### config.mk
export PLATFORM = sky130hd
export DESIGN_NAME = pong_game_fsm_flat
export DESIGN_NICKNAME = d
export VERILOG_FILES = /design/src/rtl/pong_game_fsm_if.sv /design/src/rtl/pong_game_fsm.sv /design/src/flat_wrapper.sv
export SDC_FILE = /design/constraint.sdc
export NUM_CORES = 1
export LEC_CHECK = 0
export CAP_MARGIN = 5
export CORE_MARGIN = 3
export CORE_UTILIZATION = 30
export DETAILED_ROUTE_END_ITERATION = 10
export SLEW_MARGIN = 30
export SYNTH_ARGS = -nofsm -noshare
export SYNTH_HDL_FRONTEND = slang
export SYNTH_SLANG_ARGS = --single-unit
### constraint.sdc
create_clock -name clk_in -period 2.64 [get_ports clk_in]
set_input_delay 0.792 -clock clk_in [delete_from_list [all_inputs] [get_ports clk_in]]
set_output_delay 0.792 -clock clk_in [all_outputs]
set_load 0.02 [all_outputs]
### src/rtl/pong_game_fsm_if.sv
// Signal bundle between the pong game FSM and the surrounding game logic.
// The master drives ball/paddle positions and the start button; the slave is the FSM.
interface pong_game_fsm_if;
  logic       start;
  logic [9:0] ball_x;
  logic [9:0] ball_y;
  logic [9:0] pad_l_y;
  logic [9:0] pad_r_y;
  logic       game_running;
  logic [3:0] score_l;
  logic [3:0] score_r;
  logic [1:0] winner;
  logic       serve_dir;
  logic [2:0] state;

  modport master (
    output start, ball_x, ball_y, pad_l_y, pad_r_y,
    input  game_running, score_l, score_r, winner, serve_dir, state
  );

  modport slave (
    input  start, ball_x, ball_y, pad_l_y, pad_r_y,
    output game_running, score_l, score_r, winner, serve_dir, state
  );
endinterface

### src/rtl/pong_game_fsm.sv
// Pong match sequencer: idle, serve pause, rally with miss detection and scoring,
// post-point pause and game-over hold. All outputs come straight from registers.
module pong_game_fsm #(
  parameter int unsigned SCREEN_W     = 640,
  parameter int unsigned PADDLE_H     = 64,
  parameter int unsigned BALL_H       = 16,
  parameter int unsigned WIN_SCORE    = 7,
  parameter int unsigned PAUSE_CYCLES = 25000000
) (
  input  logic           clk_in,
  input  logic           reset,
  pong_game_fsm_if.slave bus_io
);

  typedef enum logic [2:0] {
    StIdle  = 3'd0,
    StServe = 3'd1,
    StPlay  = 3'd2,
    StPoint = 3'd3,
    StOver  = 3'd4
  } state_e;

  localparam logic [9:0]  RightX    = 10'(SCREEN_W - 1);
  localparam logic [10:0] BallH     = 11'(BALL_H);
  localparam logic [10:0] PaddleH   = 11'(PADDLE_H);
  localparam logic [24:0] PauseLast = 25'(PAUSE_CYCLES - 1);
  localparam logic [3:0]  WinScore  = 4'(WIN_SCORE);

  state_e      state_q;
  logic        start_q;
  logic [24:0] pause_q;
  logic        run_q;
  logic [3:0]  score_l_q;
  logic [3:0]  score_r_q;
  logic [1:0]  winner_q;
  logic        dir_q;

  logic        start_edge;
  logic        hit_l;
  logic        hit_r;
  logic        miss_l;
  logic        miss_r;
  logic        pause_done;
  logic [3:0]  score_l_inc;
  logic [3:0]  score_r_inc;

  // Overlap is evaluated at 11 bits so ball/paddle bottoms near 1023 do not wrap.
  always_comb begin
    start_edge  = bus_io.start & ~start_q;
    hit_l       = (({1'b0, bus_io.ball_y} + BallH) > {1'b0, bus_io.pad_l_y}) &&
                  ({1'b0, bus_io.ball_y} < ({1'b0, bus_io.pad_l_y} + PaddleH));
    hit_r       = (({1'b0, bus_io.ball_y} + BallH) > {1'b0, bus_io.pad_r_y}) &&
                  ({1'b0, bus_io.ball_y} < ({1'b0, bus_io.pad_r_y} + PaddleH));
    miss_l      = (bus_io.ball_x == 10'd0) && !hit_l;
    miss_r      = (bus_io.ball_x == RightX) && !hit_r;
    pause_done  = (pause_q == PauseLast);
    score_l_inc = score_l_q + 4'd1;
    score_r_inc = score_r_q + 4'd1;
  end

  always_ff @(posedge clk_in or negedge reset) begin
    if (!reset) begin
      state_q   <= StIdle;
      start_q   <= 1'b0;
      pause_q   <= '0;
      run_q     <= 1'b0;
      score_l_q <= '0;
      score_r_q <= '0;
      winner_q  <= 2'b00;
      dir_q     <= 1'b0;
    end else begin
      start_q <= bus_io.start;
      case (state_q)
        StIdle: begin
          run_q     <= 1'b0;
          score_l_q <= '0;
          score_r_q <= '0;
          winner_q  <= 2'b00;
          dir_q     <= 1'b0;
          pause_q   <= '0;
          if (start_edge) state_q <= StServe;
        end
        StServe: begin
          if (pause_done) begin
            state_q <= StPlay;
            pause_q <= '0;
            run_q   <= 1'b1;
          end else begin
            pause_q <= pause_q + 25'd1;
          end
        end
        StPlay: begin
          // A simultaneous left/right miss is scored as a left miss only.
          if (miss_l) begin
            score_r_q <= score_r_inc;
            dir_q     <= 1'b0;
            run_q     <= 1'b0;
            pause_q   <= '0;
            if (score_r_inc == WinScore) begin
              state_q  <= StOver;
              winner_q <= 2'b10;
            end else begin
              state_q <= StPoint;
            end
          end else if (miss_r) begin
            score_l_q <= score_l_inc;
            dir_q     <= 1'b1;
            run_q     <= 1'b0;
            pause_q   <= '0;
            if (score_l_inc == WinScore) begin
              state_q  <= StOver;
              winner_q <= 2'b01;
            end else begin
              state_q <= StPoint;
            end
          end
        end
        StPoint: begin
          if (pause_done) begin
            state_q <= StServe;
            pause_q <= '0;
          end else begin
            pause_q <= pause_q + 25'd1;
          end
        end
        StOver: begin
          run_q <= 1'b0;
          if (start_edge) begin
            score_l_q <= '0;
            score_r_q <= '0;
            winner_q  <= 2'b00;
            dir_q     <= 1'b0;
            pause_q   <= '0;
            state_q   <= StServe;
          end
        end
        default: begin
          state_q <= StIdle;
          run_q   <= 1'b0;
          pause_q <= '0;
        end
      endcase
    end
  end

  assign bus_io.state        = state_q;
  assign bus_io.game_running = run_q;
  assign bus_io.score_l      = score_l_q;
  assign bus_io.score_r      = score_r_q;
  assign bus_io.winner       = winner_q;
  assign bus_io.serve_dir    = dir_q;

endmodule

### src/flat_wrapper.sv
// flat-port wrapper written by rule: the top's interface ports become plain ports
module pong_game_fsm_flat 
#(
  parameter int unsigned SCREEN_W     = 640,
  parameter int unsigned PADDLE_H     = 64,
  parameter int unsigned BALL_H       = 16,
  parameter int unsigned WIN_SCORE    = 7,
  parameter int unsigned PAUSE_CYCLES = 25000000
)
  (clk_in, reset, bus_io_start, bus_io_ball_x, bus_io_ball_y, bus_io_pad_l_y, bus_io_pad_r_y, bus_io_game_running, bus_io_score_l, bus_io_score_r, bus_io_winner, bus_io_serve_dir, bus_io_state);
  pong_game_fsm_if bus_io_i ();
  input  logic clk_in;
  input  logic reset;
  input wire logic [$bits(bus_io_i.start)-1:0] bus_io_start;
  input wire logic [$bits(bus_io_i.ball_x)-1:0] bus_io_ball_x;
  input wire logic [$bits(bus_io_i.ball_y)-1:0] bus_io_ball_y;
  input wire logic [$bits(bus_io_i.pad_l_y)-1:0] bus_io_pad_l_y;
  input wire logic [$bits(bus_io_i.pad_r_y)-1:0] bus_io_pad_r_y;
  output wire logic [$bits(bus_io_i.game_running)-1:0] bus_io_game_running;
  output wire logic [$bits(bus_io_i.score_l)-1:0] bus_io_score_l;
  output wire logic [$bits(bus_io_i.score_r)-1:0] bus_io_score_r;
  output wire logic [$bits(bus_io_i.winner)-1:0] bus_io_winner;
  output wire logic [$bits(bus_io_i.serve_dir)-1:0] bus_io_serve_dir;
  output wire logic [$bits(bus_io_i.state)-1:0] bus_io_state;
  assign bus_io_i.start = bus_io_start;
  assign bus_io_i.ball_x = bus_io_ball_x;
  assign bus_io_i.ball_y = bus_io_ball_y;
  assign bus_io_i.pad_l_y = bus_io_pad_l_y;
  assign bus_io_i.pad_r_y = bus_io_pad_r_y;
  assign bus_io_game_running = bus_io_i.game_running;
  assign bus_io_score_l = bus_io_i.score_l;
  assign bus_io_score_r = bus_io_i.score_r;
  assign bus_io_winner = bus_io_i.winner;
  assign bus_io_serve_dir = bus_io_i.serve_dir;
  assign bus_io_state = bus_io_i.state;
  pong_game_fsm #(.SCREEN_W(SCREEN_W), .PADDLE_H(PADDLE_H), .BALL_H(BALL_H), .WIN_SCORE(WIN_SCORE), .PAUSE_CYCLES(PAUSE_CYCLES)) u_core (.clk_in(clk_in), .reset(reset), .bus_io(bus_io_i));
endmodule
Word-level counts from Yosys, hierarchy flattened
Index checks and enable logic that the tools add are counted.
{"block": "word_totals", "word_cells": 90, "output_inout_bits": 15, "ff_bits": 41, "input_bits": 43}
{"block": "classes", "magnitude_cmp": 4, "add_sub_neg": 6, "bitwise": 3, "reduce_logical": 18, "n_eq_ne": 18, "n_mux": 33}
{"cell": "2-to-1 mux 25 bit", "count": 4}
{"cell": "one-hot mux 25 bit (3 select lines)", "count": 1}
{"cell": "adder 25 x 1 -> 25 bit, second input constant", "count": 1}
{"cell": "equality test 25 bit, second input constant", "count": 1}
{"cell": "one-hot mux 4 bit (3 select lines)", "count": 2}
{"cell": "adder 10 x 7 -> 11 bit, second input constant", "count": 2}
{"cell": "> comparator 11 x 10 -> 1 bit", "count": 2}
{"cell": "less-than comparator 10 x 11 -> 1 bit", "count": 2}
{"cell": "2-to-1 mux 3 bit", "count": 7}
{"cell": "2-to-1 mux 4 bit", "count": 4}
{"cell": "!= test 2 x 1 -> 1 bit, second input constant", "count": 6}
{"cell": "one-hot mux 3 bit (4 select lines)", "count": 1}
{"cell": "adder 10 x 5 -> 11 bit, second input constant", "count": 1}
{"cell": "equality test 10 bit, second input constant", "count": 1}
{"cell": "logical NOT 10 bit", "count": 1}
{"cell": "2-to-1 mux 2 bit", "count": 5}
{"cell": "AND reduction 3 bit", "count": 3}
{"cell": "adder 4 x 1 -> 4 bit, second input constant", "count": 2}
{"cell": "equality test 4 x 3 -> 1 bit, second input constant", "count": 2}
{"cell": "AND reduction 4 bit", "count": 2}
{"cell": "equality test 3 x 2 -> 1 bit, second input constant", "count": 2}
{"cell": "2-to-1 mux 1 bit", "count": 6}
{"cell": "!= test 3 x 1 -> 1 bit, second input constant", "count": 2}
{"cell": "one-hot mux 1 bit (3 select lines)", "count": 2}
{"cell": "14 further kinds", "count": 20}

Longest topological paths before layout
{"block": "depth", "ltp_word": 8, "depth_mapped": 13, "mapped_depth_nobuf": 11}

Least setup slack after synthesis
OpenSTA, ideal clock, no wires.
{"block": "synth_timing", "kind": "input to register", "from": "input bus_io_ball_y[4]", "to": "register u_core.pause_q[23]", "cell_stages": 13, "path_slack_ps": -558, "t_required_ps": 2499, "n_path_buf": 2, "setup_time_ps": 141, "t_arrival_ps": 3057, "cell_sequence": "ha_1 -> nand3_1 -> xnor2_1 -> ha_1 -> a21o_1 -> a32o_1 -> a2111o_1 -> o211a_2 -> o211ai_2 -> and2_1 -> buf_2 -> buf_4 -> o22ai_1"}
{"block": "synth_between", "elab_chain_len": 7, "word_cells_on_any_way": 15, "classes_between": "add/sub (1); order compare (4); eq/ne (1); mux (2); reduce/logical (7)"}
{"item": "start, declared", "line": "flat_wrapper.sv:16", "source": "input wire logic [$bits(bus_io_i.ball_y)-1:0] bus_io_ball_y;"}
{"item": "adder 10 x 5 -> 11 bit", "line": "pong_game_fsm.sv:50, pong_game_fsm.sv:52"}
{"item": "> comparator 11 x 10 -> 1 bit (on tied branches)", "line": "pong_game_fsm.sv:50, pong_game_fsm.sv:52"}
{"item": "logical AND 1 bit (on tied branches)", "line": "pong_game_fsm.sv:50, pong_game_fsm.sv:52"}
{"item": "logical NOT 1 bit (on tied branches)", "line": "pong_game_fsm.sv:54, pong_game_fsm.sv:55"}
{"item": "logical AND 1 bit (on tied branches)", "line": "pong_game_fsm.sv:54, pong_game_fsm.sv:55"}
{"item": "2-to-1 mux 25 bit or != test 3 x 1 -> 1 bit (tied branches)"}
{"item": "one-hot mux 25 bit (3 select lines) or AND reduction 2 bit (tied branches)"}
{"item": "end signal, assigned", "line": "pong_game_fsm.sv:89", "source": "pause_q <= pause_q + 25'd1;"}
{"item": "end signal, assigned", "line": "pong_game_fsm.sv:123", "source": "pause_q <= pause_q + 25'd1;"}
{"item": "end, declared", "line": "pong_game_fsm.sv:31", "source": "logic [24:0] pause_q;"}
Several ways; a longest one is shown, not always the timed one.
A chain may end at the register's enable or synchronous reset.

Worst setup path in the final report
{"block": "layout_timing", "from": "input bus_io_ball_y[5]", "to": "register u_core.state_q[0], in the netlist u_core.bus_io.state[0]"}
{"block": "layout_between", "elab_chain_len": 7, "word_cells_on_any_way": 15, "classes_between": "add/sub (1); order compare (4); eq/ne (1); mux (2); reduce/logical (7)"}
{"item": "adder 10 x 5 -> 11 bit", "line": "pong_game_fsm.sv:50, pong_game_fsm.sv:52"}
{"item": "> comparator 11 x 10 -> 1 bit (on tied branches)", "line": "pong_game_fsm.sv:52, pong_game_fsm.sv:50"}
{"item": "logical AND 1 bit (on tied branches)", "line": "pong_game_fsm.sv:52, pong_game_fsm.sv:50"}
{"item": "logical NOT 1 bit (on tied branches)", "line": "pong_game_fsm.sv:55, pong_game_fsm.sv:54"}
{"item": "logical AND 1 bit (on tied branches)", "line": "pong_game_fsm.sv:55, pong_game_fsm.sv:54"}
{"item": "!= test 3 x 1 -> 1 bit (no line) or 2-to-1 mux 3 bit (tied branches)"}
{"item": "AND reduction 4 bit (no line) or one-hot mux 3 bit (4 select lines) (tied branches)"}
{"item": "end signal, assigned", "line": "pong_game_fsm.sv:63", "source": "state_q <= StIdle;"}
{"item": "end signal, assigned", "line": "pong_game_fsm.sv:81", "source": "if (start_edge) state_q <= StServe;"}
{"item": "end signal, assigned", "line": "pong_game_fsm.sv:85", "source": "state_q <= StPlay;"}
{"item": "end, declared", "line": "pong_game_fsm.sv:29", "source": "state_e state_q;"}
Several ways; a longest one is shown, not always the timed one.

==> results.txt <==
----------------------------------------------------
[Status]
  Run status ... finished with violations
  Failing checks ... negative setup slack

[STA]
  Pin slew with the least headroom to its limit ... approximately 0.6 ns
  Max frequency ... 345.0 MHz
  Minimum clock period after layout ... 2.899 ns
  Number of endpoints failing setup at the final stage ... 39
  Maximum clock skew at final layout ... 0.005437 ns
  Setup Total Neg Slack ... -7.643 ns
  Worst rel slew slack ... 0.5934
  Slew Viols, Final ... 0
  RSZ-0062 raised after global routing ... yes
  Hold violation count in the final report ... 0
  Final worst hold slack ... 0.4975 ns
  Portion of the clock cycle consumed by the worst path in the final layout ... 1.098
  Setup slack after layout ... -0.2588 ns

[Die]
  Die area ... 12430 um2
  Y dimension of the die ... 111.5 um
  Top-level port count ... between 50 and 60
  Effective utilization at floorplan ... 0.3163
  Rows ... 37
  Horizontal die dimension ... 111.5 um
  Placeable core region ... 10560 um2

[Layout]
  Commonest non-fill, non-tap cell in the layout ... sky130_fd_sc_hd__buf_4
  Utilization after layout ... 0.4929
  Total of fill cells in the finished design ... 989
  Most frequent cells in the layout ... 45 x sky130_fd_sc_hd__buf_4, 41 x sky130_fd_sc_hd__dfrtp_1, 35 x sky130_fd_sc_hd__clkdlybuf4s50_1
  Area of all placed cells without fillers ... 5202 um2
  Diode count ... 0
  Area growth from synthesis to layout ... 55.85%
  Number of nets at the end of the flow ... 586
  Share of cells above drive strength 1 ... 0.3115

[CTS]
  CTS buffer count ... 5
  Worst-path clk slew ... ~0.09 ns
  Root buf cell ... sky130_fd_sc_hd__clkbuf_8
  Clk sinks ... 41
  Clock tree buffer depth ... 2
  Number of hold buffers added after cts ... 0
  Total number of H-tree levels ... 2
  Clk Latency, worst-skew pair ... 0.30 ns
  CTS tree ... done

[Route]
  Via count ... approximately 3500
  Detail-routed net length per standard cell ... 16.11 um
  Drt total wl ... 10.31 mm
  Number of DRC markers in iteration 0 ... between 200 and 250
  Number of optimization iterations in the first detailed-route pass ... 5
  ANT nets after route ... 0
  Post-DR vias/cell ... 5.406
  Number of remaining DRC errors ... 0

[Worst setup path]
  Cell with the biggest individual delay on the critical path ... sky130_fd_sc_hd__ha_4
  Cells on worst reg2reg path ... 8
  Crit path DAT ... 3.13 ns
  Critical path's most frequent cell ... sky130_fd_sc_hd__buf_6
  Series of cell instances along the critical path ... buf_8 -> ha_4 -> buf_6 -> xor2_4 -> ha_4 -> nand4_1 -> buf_4 -> nor3_4 -> a22oi_2 -> o211a_4 -> o211ai_4 -> buf_6 -> buf_6 -> nand3b_1 -> o21ai_1
  Gate family responsible for the most delay along the worst path ... compound AO/OA/AOI/OAI gates
  Max FO, Critical Path ... 4
  Type of destination of the critical path ... flop
  RR Startpoint ... u_core.pause_q[0]$_DFFE_PN0P_
  R2R Setup Slk ... roughly 0.15 ns
  Required time at the worst-slack endpoint ... 2.87 ns
  Slowest cell delay on critical path ... between 0.2 and 0.3 ns
  Critical path launch point ... bus_io_ball_y[5]
  Buffers plus inverters on the worst setup path ... 5
  Startpoint-to-endpoint class of the critical path ... input port to flop
  Endpoint of the lowest-slack register-to-register path ... u_core.pause_q[24]$_DFFE_PN0P_
  Setup crit start kind ... input port

[Synth]
  Average size of a mapped cell ... 8.516 um2
  Most frequently used flop master after synthesis ... sky130_fd_sc_hd__dfrtp_1
  Number of warnings printed during yosys synthesis ... 0
  Async S/R FF share, synth ... 1.000
  Number of enable-type register cells in the synthesized netlist ... 0
  Unique cell type count in the Yosys netlist ... 67
  Cells after synthesis ... about 390
  Post-Syn Area ... 3338 um2
  Sequential element share of the synthesized area ... 0.3073
  Post-synthesis register bit count ... 41
  Synth Net Count ... 475

[Min path]
  Hold wc startpoint ... u_core.pause_q[24]$_DFFE_PN0P_
  Hold crit path type ... flop to flop
  Min-Delay Path Depth ... 1
  Terminating pin of the worst hold path ... u_core.pause_q[24]$_DFFE_PN0P_

[Flow run]
  Count of maximum capacitance violations ... 0

[Global routing]
  Number of antenna violations at the first check in global routing ... 0
  Maximum number of pins on one net before global-route repair ... 42
  Number of global-route vias before repair ... 3420
  Global-route wire length before repair ... 16.93 mm
  Remaining global-route overflow ... 0
  GRT Total Usage ... 0.1614

[Placed design]
  Buffers added on ports ... 57
  Final Wtd Congestion ... 0.8581
  Post-DP HPWL ... 7.009 mm
  Post-placement cell area ... 4394 um2

[Power]
  Lkg Pwr ... 0.002298 uW
  Pwr per Cell Area ... approximately 320 nW/um2
  Worst VDD drop ... 0.2955 mV

----------------------------------------------------
==> cell families (layout without fill, tap and decap cells) <==
group           Yosys count  after routing  share of synthesized area
mux                       1              1                   0.002999
buf+inv                  45            155                    0.05547
flops                    41             41                     0.3073
fa+ha+maj                40             40                     0.1499
xor+xnor                 12             12                    0.03149
simple gates            138            140                     0.2204
compound gates          115            115                     0.2324
==> repair_timing <==
item,CTS,global route
buffers inserted,6,6
gates cloned,1,1
pin swaps,36,38
endpoints found under the setup margin,40,40
gates resized for setup,112,50
==> routing by layer <==
layer	GRT usage	vias up	wire (um)	share of wire
met2	0.2658	93	5032	0.49
met4	0.03001	0	66	0.0064
met1	0.2256	1675	4768	0.46
met5	0	-	0	0
met3	0.02663	6	440	0.043
li1	-	1686	-	-
==> how the worst max path moves through the flow <==
stage,endpoint,slack (ns),cells after the start
global route,u_core.bus_io.state[0]$_DFFE_PN0P_,-0.35,14
finish,u_core.bus_io.state[0]$_DFFE_PN0P_,-0.26,15
detailed placement,u_core.bus_io.score_l[2]$_DFFE_PN0P_,-1.22,13
global placement,u_core.bus_io.score_l[2]$_DFFE_PN0P_,-1.21,13
CTS,u_core.bus_io.state[0]$_DFFE_PN0P_,-0.24,14
floorplan,u_core.pause_q[12]$_DFFE_PN0P_,-0.50,13
==> cell usage after synthesis (2+ instances only) <==
cell                        number  area (um2)
sky130_fd_sc_hd__a22oi_1         2       15.01
sky130_fd_sc_hd__o21bai_1        2       15.01
sky130_fd_sc_hd__and2_1          4       25.02
sky130_fd_sc_hd__a32o_1          2       20.02
sky130_fd_sc_hd__clkbuf_1        5       18.77
sky130_fd_sc_hd__nand3_1        29       145.1
sky130_fd_sc_hd__a21o_1          8       60.06
sky130_fd_sc_hd__and4_1          2       17.52
sky130_fd_sc_hd__and3_1          6       37.54
sky130_fd_sc_hd__a211oi_1        2       15.01
sky130_fd_sc_hd__nand2_1        28       105.1
sky130_fd_sc_hd__nand2b_1        7       43.79
sky130_fd_sc_hd__o21ai_1         3       15.01
sky130_fd_sc_hd__o221ai_1        3       26.28
sky130_fd_sc_hd__a21oi_1        25       125.1
sky130_fd_sc_hd__nor2b_1         3       18.77
sky130_fd_sc_hd__nand4_1        10       62.56
sky130_fd_sc_hd__or3_1           2       12.51
sky130_fd_sc_hd__nor4_1          3       18.77
sky130_fd_sc_hd__nand4b_1        2       17.52
sky130_fd_sc_hd__o31ai_1         2       15.01
sky130_fd_sc_hd__o22ai_1         2       12.51
sky130_fd_sc_hd__xor2_1          3       26.28
sky130_fd_sc_hd__xnor2_1         9       78.83
sky130_fd_sc_hd__nor2_1         25       93.84
sky130_fd_sc_hd__a31oi_1        19       118.9
sky130_fd_sc_hd__ha_1           40       500.5
sky130_fd_sc_hd__buf_2           3       15.01
sky130_fd_sc_hd__nor3_1          4       20.02
sky130_fd_sc_hd__dfrtp_1        41        1026
sky130_fd_sc_hd__o21a_1          2       15.01
sky130_fd_sc_hd__o2bb2ai_1       4       35.03
sky130_fd_sc_hd__nand3b_1        3       22.52
sky130_fd_sc_hd__o21ai_0        17       85.08
sky130_fd_sc_hd__a41oi_1         4       35.03
sky130_fd_sc_hd__o211ai_1        3       22.52
sky130_fd_sc_hd__inv_1          33       123.9
==> final cells by class <==
type                       instances  area (um2)  share of cell area
tap                              136       170.2             0.03271
clock buffer                       5       68.82             0.01323
inverter                          34       127.6             0.02453
timing repair buffer             113        1016              0.1953
multi-input combinational        308        2725              0.5238
sequential                        41        1026              0.1972
clock inverter                     3       68.82             0.01323
==> sequential cells by signal, summed over array words and instances (netlist names) <==
signal,count
u_core.pause_q,25
u_core.start_q,1
u_core.bus_io.state,3
u_core.bus_io.score_r,4
u_core.bus_io.game_running,1
u_core.bus_io.winner,2
u_core.bus_io.serve_dir,1
u_core.bus_io.score_l,4
==> power by group <==
| part | leakage (uW) | switching (uW) | internal [uW] |
|---|---|---|---|
| clock | 0.0000687 | 251 | 381 |
| combinational | 0.00171 | 197 | 227 |
| sequential | 0.000519 | 0.257 | 628 |
==> through the flow <==
stage | instances | power (uW) | setup WS, ns
after CTS | 633 | 1647 | -0.2365
after detailed placement | 619 | 959.8 | -1.220
after global routing | 640 | 1764 | -0.3450
after floorplan | 392 | 785.7 | -0.4971
after global placement | 619 | 954.8 | -1.210
final | 640 | 1685 | -0.2588
(Power assumes the default switching activity.)
==> RTL change 1 (same flow settings) <==
Reset style: synchronous (`reset`), changed in one clocked block.
--- a/src/rtl/pong_game_fsm.sv
+++ b/src/rtl/pong_game_fsm.sv
@@ -58,7 +58,7 @@
     score_r_inc = score_r_q + 4'd1;
   end
 
-  always_ff @(posedge clk_in or negedge reset) begin
+  always_ff @(posedge clk_in) begin
     if (!reset) begin
       state_q   <= StIdle;
       start_q   <= 1'b0;
Formal check against the unedited RTL: differs if reset is asserted again (counterexample within 4 cycles, from zero or initial values and one cycle with reset low); with reset held inactive, the same outputs for 10 cycles.
==> RTL change 1 against the original RTL <==
- the run still ends with setup timing left
- cell count rose by 2.8%
- global-route usage fell by 0.18 points
- area after synthesis fell by 4.8%
- worst hold slack got worse by 0.029 ns
- cell area rose by 2.6%
- non-clock buffer count rose by 14
- die area fell by 4.5%
- worst setup slack got worse by 0.24 ns
- sequential cell count did not move
- routed wire length fell by 5.2%
- maximum frequency fell by 7.7%
- highest routed layer unchanged
Power is not compared: it rests on default switching activity, and its combinational part moved more than twofold at a synthesized area within 25%.
==> RTL change 1: results (changes against the original RTL) <==
Status
  • Status: finished with violations
  • Failing checks: setup timing

Drt
  • Drt wl/cell: 14.9 µm (-7.8%)
  • Wire length on met3: 376 µm (-15%)
  • Routed met1 length: 4200 µm (-12%)
  • Pre-antenna DRT Iters: 4 (-1)
  • Initial DRC count: 118 (-44%)
  • DR vias: 3425 (-1.0%)
  • Met2 wire len: 5060 µm (+0.46%)

Timing
  • Final worst slack: -0.501 ns (-0.242 ns)
  • Final Setup Violations: 40 (+2.6%)
  • Skew final: 0.00688 ns (+0.00144 ns)
  • Post-route setup TNS: -15.23 ns (-7.59 ns)
  • Worst-Margin Slew: 0.760 ns (+0.158 ns)

Yosys
  • Syn Inst Count: 397 (+1.3%)
  • Sequential fraction of the synthesis area: 25.8% (-4.9 points)
  • Synth top area cells: dfxtp_1 26%, ha_1 16%, a21oi_1 4.3%, inv_1 4.0%, o21ai_0 3.9%
  • Asr flop ratio synth: 0% (-100 points)
  • Synth cell count leaders: 41 x dfxtp_1, 40 x ha_1, 34 x inv_1
  • Synth cell types: 60 (-10%)
  • Syn_nets: 480 (+1.1%)

Clock tree
  • H-tree levels: 2 (unchanged)
  • CTS Buffer Depth: 2 (unchanged)
  • TritonCTS Buffers: 5 (unchanged)

Global route
  • Largest net degree at the start of global routing: 24 (-43%)
  • Global-route wire length before repair: 15400 µm (-8.8%)
  • Initial antenna violation count: 0 (unchanged)
  • GRT Total Usage: 16.0% (-0.18 points)

Worst setup path
  • CP arrival: 3.38 ns (+0.25 ns)
  • Worst R2R Setup Slack: 0.33 ns (+0.18 ns)
  • Worst Setup EP: u_core.pause_q[22]
  • Critical register-to-register path startpoint: u_core.pause_q[0]
  • CP max-delay cell: or4_4
  • CP top delay family: simple AND/OR/NAND/NOR gates
  • CP max FO: 5 (+1)
  • RR Endpoint: u_core.pause_q[21]
  • CP max stage delay: 0.58 ns (+0.30 ns)

Place
  • GP Congestion: 0.819 (-4.6%)
  • Placed cells: 627 (+1.3%)
  • DP HPWL: 6620 µm (-5.6%)

Cells and area
  • Layout Cells excl Fill: 658 (+2.8%)
  • Layout cells sized above 1: 37.9% (+6.8 points)
  • Fin nets: 607 (+3.6%)
  • Layout fillers: 896 (-9.4%)
RTL change 1: changes by cell type after synthesis, sizes merged, moves of 7 or more:
| cell | before | now |
|---|---|---|
| nand3 | 30 | 23 |
| a21boi | 1 | 8 |
| dfrtp | 41 | 0 |
| o21ai | 20 | 28 |
| dfxtp | 0 | 41 |
| or3 | 2 | 13 |
| a31oi | 20 | 5 |
RTL change 1: cells by family after synthesis:
family / after synthesis / share of synthesized area [%]
AO/OA/AOI/OAI: 106 / 22.7
multiplexers: 5 / 1.57
AND/OR/NAND/NOR: 148 / 24.8
adder cells (fa/ha/maj): 40 / 15.7
flip-flops: 41 / 25.8
buffers and inverters: 42 / 5.16
XOR/XNOR: 15 / 4.13
RTL change 1: per-layer routing:
layer	global-route usage (%)	up-vias
met2	29.3	61
li1	-	1705
met3	2.61	10
met5	0	-
met1	19.1	1649
met4	4.33	0
RTL change 1: through the flow:
stage | instance area (µm²) | hold WS, ns | worst slack, ns | power (mW) | utilization, %
after floorplan | 3240 | 0.449 | -0.370 | 1.23 | -
after global placement | 4290 | 0.453 | -1.32 | 1.62 | 42.7
after detailed placement | 4290 | 0.462 | -1.43 | 1.63 | 42.7
after CTS | 5000 | 0.475 | -0.479 | 2.39 | 49.8
after global routing | 5340 | 0.492 | -0.632 | 2.71 | 53.1
final | 5340 | 0.469 | -0.501 | 2.56 | 53.1
RTL change 1: worst min path at each step:
stage	startpoint	endpoint	slack [ns]	cells after the start
global placement	u_core.bus_io.winner[0]	u_core.bus_io.winner[0]	0.45	2
detailed placement	u_core.bus_io.winner[1]	u_core.bus_io.winner[1]	0.46	2
finish	u_core.bus_io.winner[0]	u_core.bus_io.winner[0]	0.47	2
floorplan	u_core.pause_q[5]	u_core.pause_q[5]	0.45	1
global route	u_core.bus_io.winner[0]	u_core.bus_io.winner[0]	0.49	2
CTS	u_core.bus_io.winner[0]	u_core.bus_io.winner[0]	0.47	2
RTL change 1: layout make-up:
cell class / instances / area share [%]
clock inverter: 2 / 0.727
multi-input combinational: 315 / 54.6
sequential: 41 / 15.4
timing repair buffer: 127 / 22.4
clock buffer: 6 / 1.36
inverter: 34 / 2.39
tap: 133 / 3.12
RTL change 1: timing repair:
item,CTS,global route
pin swaps,69,35
hold buffers,0,0
cloned,2,0
endpoints found under the setup margin,40,40
gates resized for setup,149,71
setup buffers,19,3
RTL change 1: power groups by stage:
stage | registers [mW] | clock network, mW | logic (mW)
global placement | 0.712 | 0 | 0.905
finish | 0.703 | 0.522 | 1.33
CTS | 0.700 | 0.530 | 1.16
detailed placement | 0.714 | 0 | 0.919
global route | 0.710 | 0.558 | 1.44
floorplan | 0.737 | 0 | 0.496
==> RTL change 2 (same settings) <==
Without the edit above. `BALL_H` is set to 16 in 2 places; all go to 12.
--- a/src/rtl/pong_game_fsm.sv
+++ b/src/rtl/pong_game_fsm.sv
@@ -3,7 +3,7 @@
 module pong_game_fsm #(
   parameter int unsigned SCREEN_W     = 640,
   parameter int unsigned PADDLE_H     = 64,
-  parameter int unsigned BALL_H       = 16,
+  parameter int unsigned BALL_H       = 12,
   parameter int unsigned WIN_SCORE    = 7,
   parameter int unsigned PAUSE_CYCLES = 25000000
 ) (
--- a/src/flat_wrapper.sv
+++ b/src/flat_wrapper.sv
@@ -3,7 +3,7 @@
 #(
   parameter int unsigned SCREEN_W     = 640,
   parameter int unsigned PADDLE_H     = 64,
-  parameter int unsigned BALL_H       = 16,
+  parameter int unsigned BALL_H       = 12,
   parameter int unsigned WIN_SCORE    = 7,
   parameter int unsigned PAUSE_CYCLES = 25000000
 )
Function: no difference found for any inputs over 10 cycles, from zero or initial values and one cycle with reset low; that may be too few to reach the edited logic, so the function may still have changed.
==> RTL change 2 against the original RTL <==
- the flow still finishes with violations (setup timing)
- count of clock-buffer cells in the layout up 2
- area after synthesis up 2.6%
- maximum frequency down 13%
- cell area up 2.2%
- critical path depth up 2
- sequential cell count unchanged
- combinational power down 2%
- register-to-register slack better by 0.20 ns
- routed wire length down 4.2%
- worst setup slack worse by 0.42 ns
- power down 1.9%
- non-clock buffer count up 14
- critical path type unchanged
- largest cell class unchanged
==> RTL change 2: results (changes against the original RTL) <==
Status
  • Status: finished with violations
  • Failing checks: setup timing

Global route
  • Global-route wire length before repair: 16900 µm (-0.41%)
  • GRT Total Usage: 16.0% (-0.13 points)

Pwr
  • Combinational power share: 25.0% (-0.2 points)
  • P_seq: 630 µW (about the same)
  • Max VDD drop: 0.000215 V (-27%)
  • Leakage: 2.32 nW (+1.1%)
  • Pint: 1.22 mW (-1.3%)
  • Net Sw Frac: 26.2% (-0.46 points)

Clock tree
  • Root buf cell: clkbuf_16
  • Post-CTS sizing: 90 (-20%)

Yosys
  • Syn_nets: 497 (+4.6%)
  • Synth cell types: 55 (-18%)
  • Compound-Gate Fraction of Synth Area: 22.3% (-0.91 points)
  • Sequential fraction of the synthesis area: 30.0% (-0.77 points)
  • Synth cell count leaders: 52 x o21ai_0, 44 x ha_1, 41 x dfrtp_1

Cells and area
  • Layout fillers: 1016 (+2.7%)
  • Seq_cells: 41 (unchanged)
  • Seq area share: 19.3% (-0.43 points)
  • Multi-input gate area: 2640 µm² (-3.3%)
  • Fin nets: 622 (+6.1%)
  • Multi-input gates: 328 (+6.5%)
  • Clock buffer count: 7 (+2)
  • Inverters: 32 (-5.9%)
  • Buffers, non-clock: 127 (+12%)
  • Final core utilization: 48.4% (-0.86 points)
  • Layout non-clock buf frac: 22.5% (+2.9 points)

Min path
  • Hold/Removal Path Class: in -> async

Timing
  • Final Setup Violations: 40 (+2.6%)
  • Final worst slack: -0.679 ns (-0.421 ns)
  • Max_slew headroom: 66.3% (+7.0 points)

Worst setup path
  • CP max-delay cell: or4_1
  • CP arrival: 3.54 ns (+0.41 ns)
  • CP max FO: 7 (+3)

Place
  • DP HPWL: 7250 µm (+3.4%)
  • Total placed instance area: 4620 µm² (+5.1%)
  • Setup WS pre-CTS: -1.46 ns (-0.236 ns)
  • Placed cells: 651 (+5.2%)

Drt
  • Pre-antenna DRT Iters: 4 (-1)
  • Routed WL: 9880 µm (-4.2%)

Floorplanning
  • Core Area: 11000 µm² (+4.1%)
RTL change 2: per-layer routing:
metal	routed length, µm	vias up	part of all wire [%]	GRT usage (%)
met4	146	0	1.5	4.89
li1	-	1775	-	-
met3	286	13	2.9	2.89
met1	4480	1684	45	20.5
met2	4970	57	50	27.4
met5	0	-	0	0
RTL change 2: worst reg2reg max path: cells and delay by family (launching register included):
family	cells	cell delay [ns]
compound gates	2	0.23
buf+inv	1	0.25
simple gates	5	1.10
flops	1	0.40
fa+ha+maj	1	0.21
RTL change 2: worst paths after layout:
path	startpoint	endpoint	slack (ns)	cells past startpoint
max in group asynchronous	reset	u_core.bus_io.serve_dir	1.95	2
worst max register to register	u_core.pause_q[0]	u_core.pause_q[3]	0.35	9
worst min register to register	u_core.pause_q[20]	u_core.pause_q[20]	0.49	1
worst min-delay path	reset	u_core.pause_q[18]	0.47	2
min in group clk_in	u_core.pause_q[20]	u_core.pause_q[20]	0.49	1
worst max-delay path	bus_io_ball_y[3]	u_core.pause_q[23]	-0.68	17
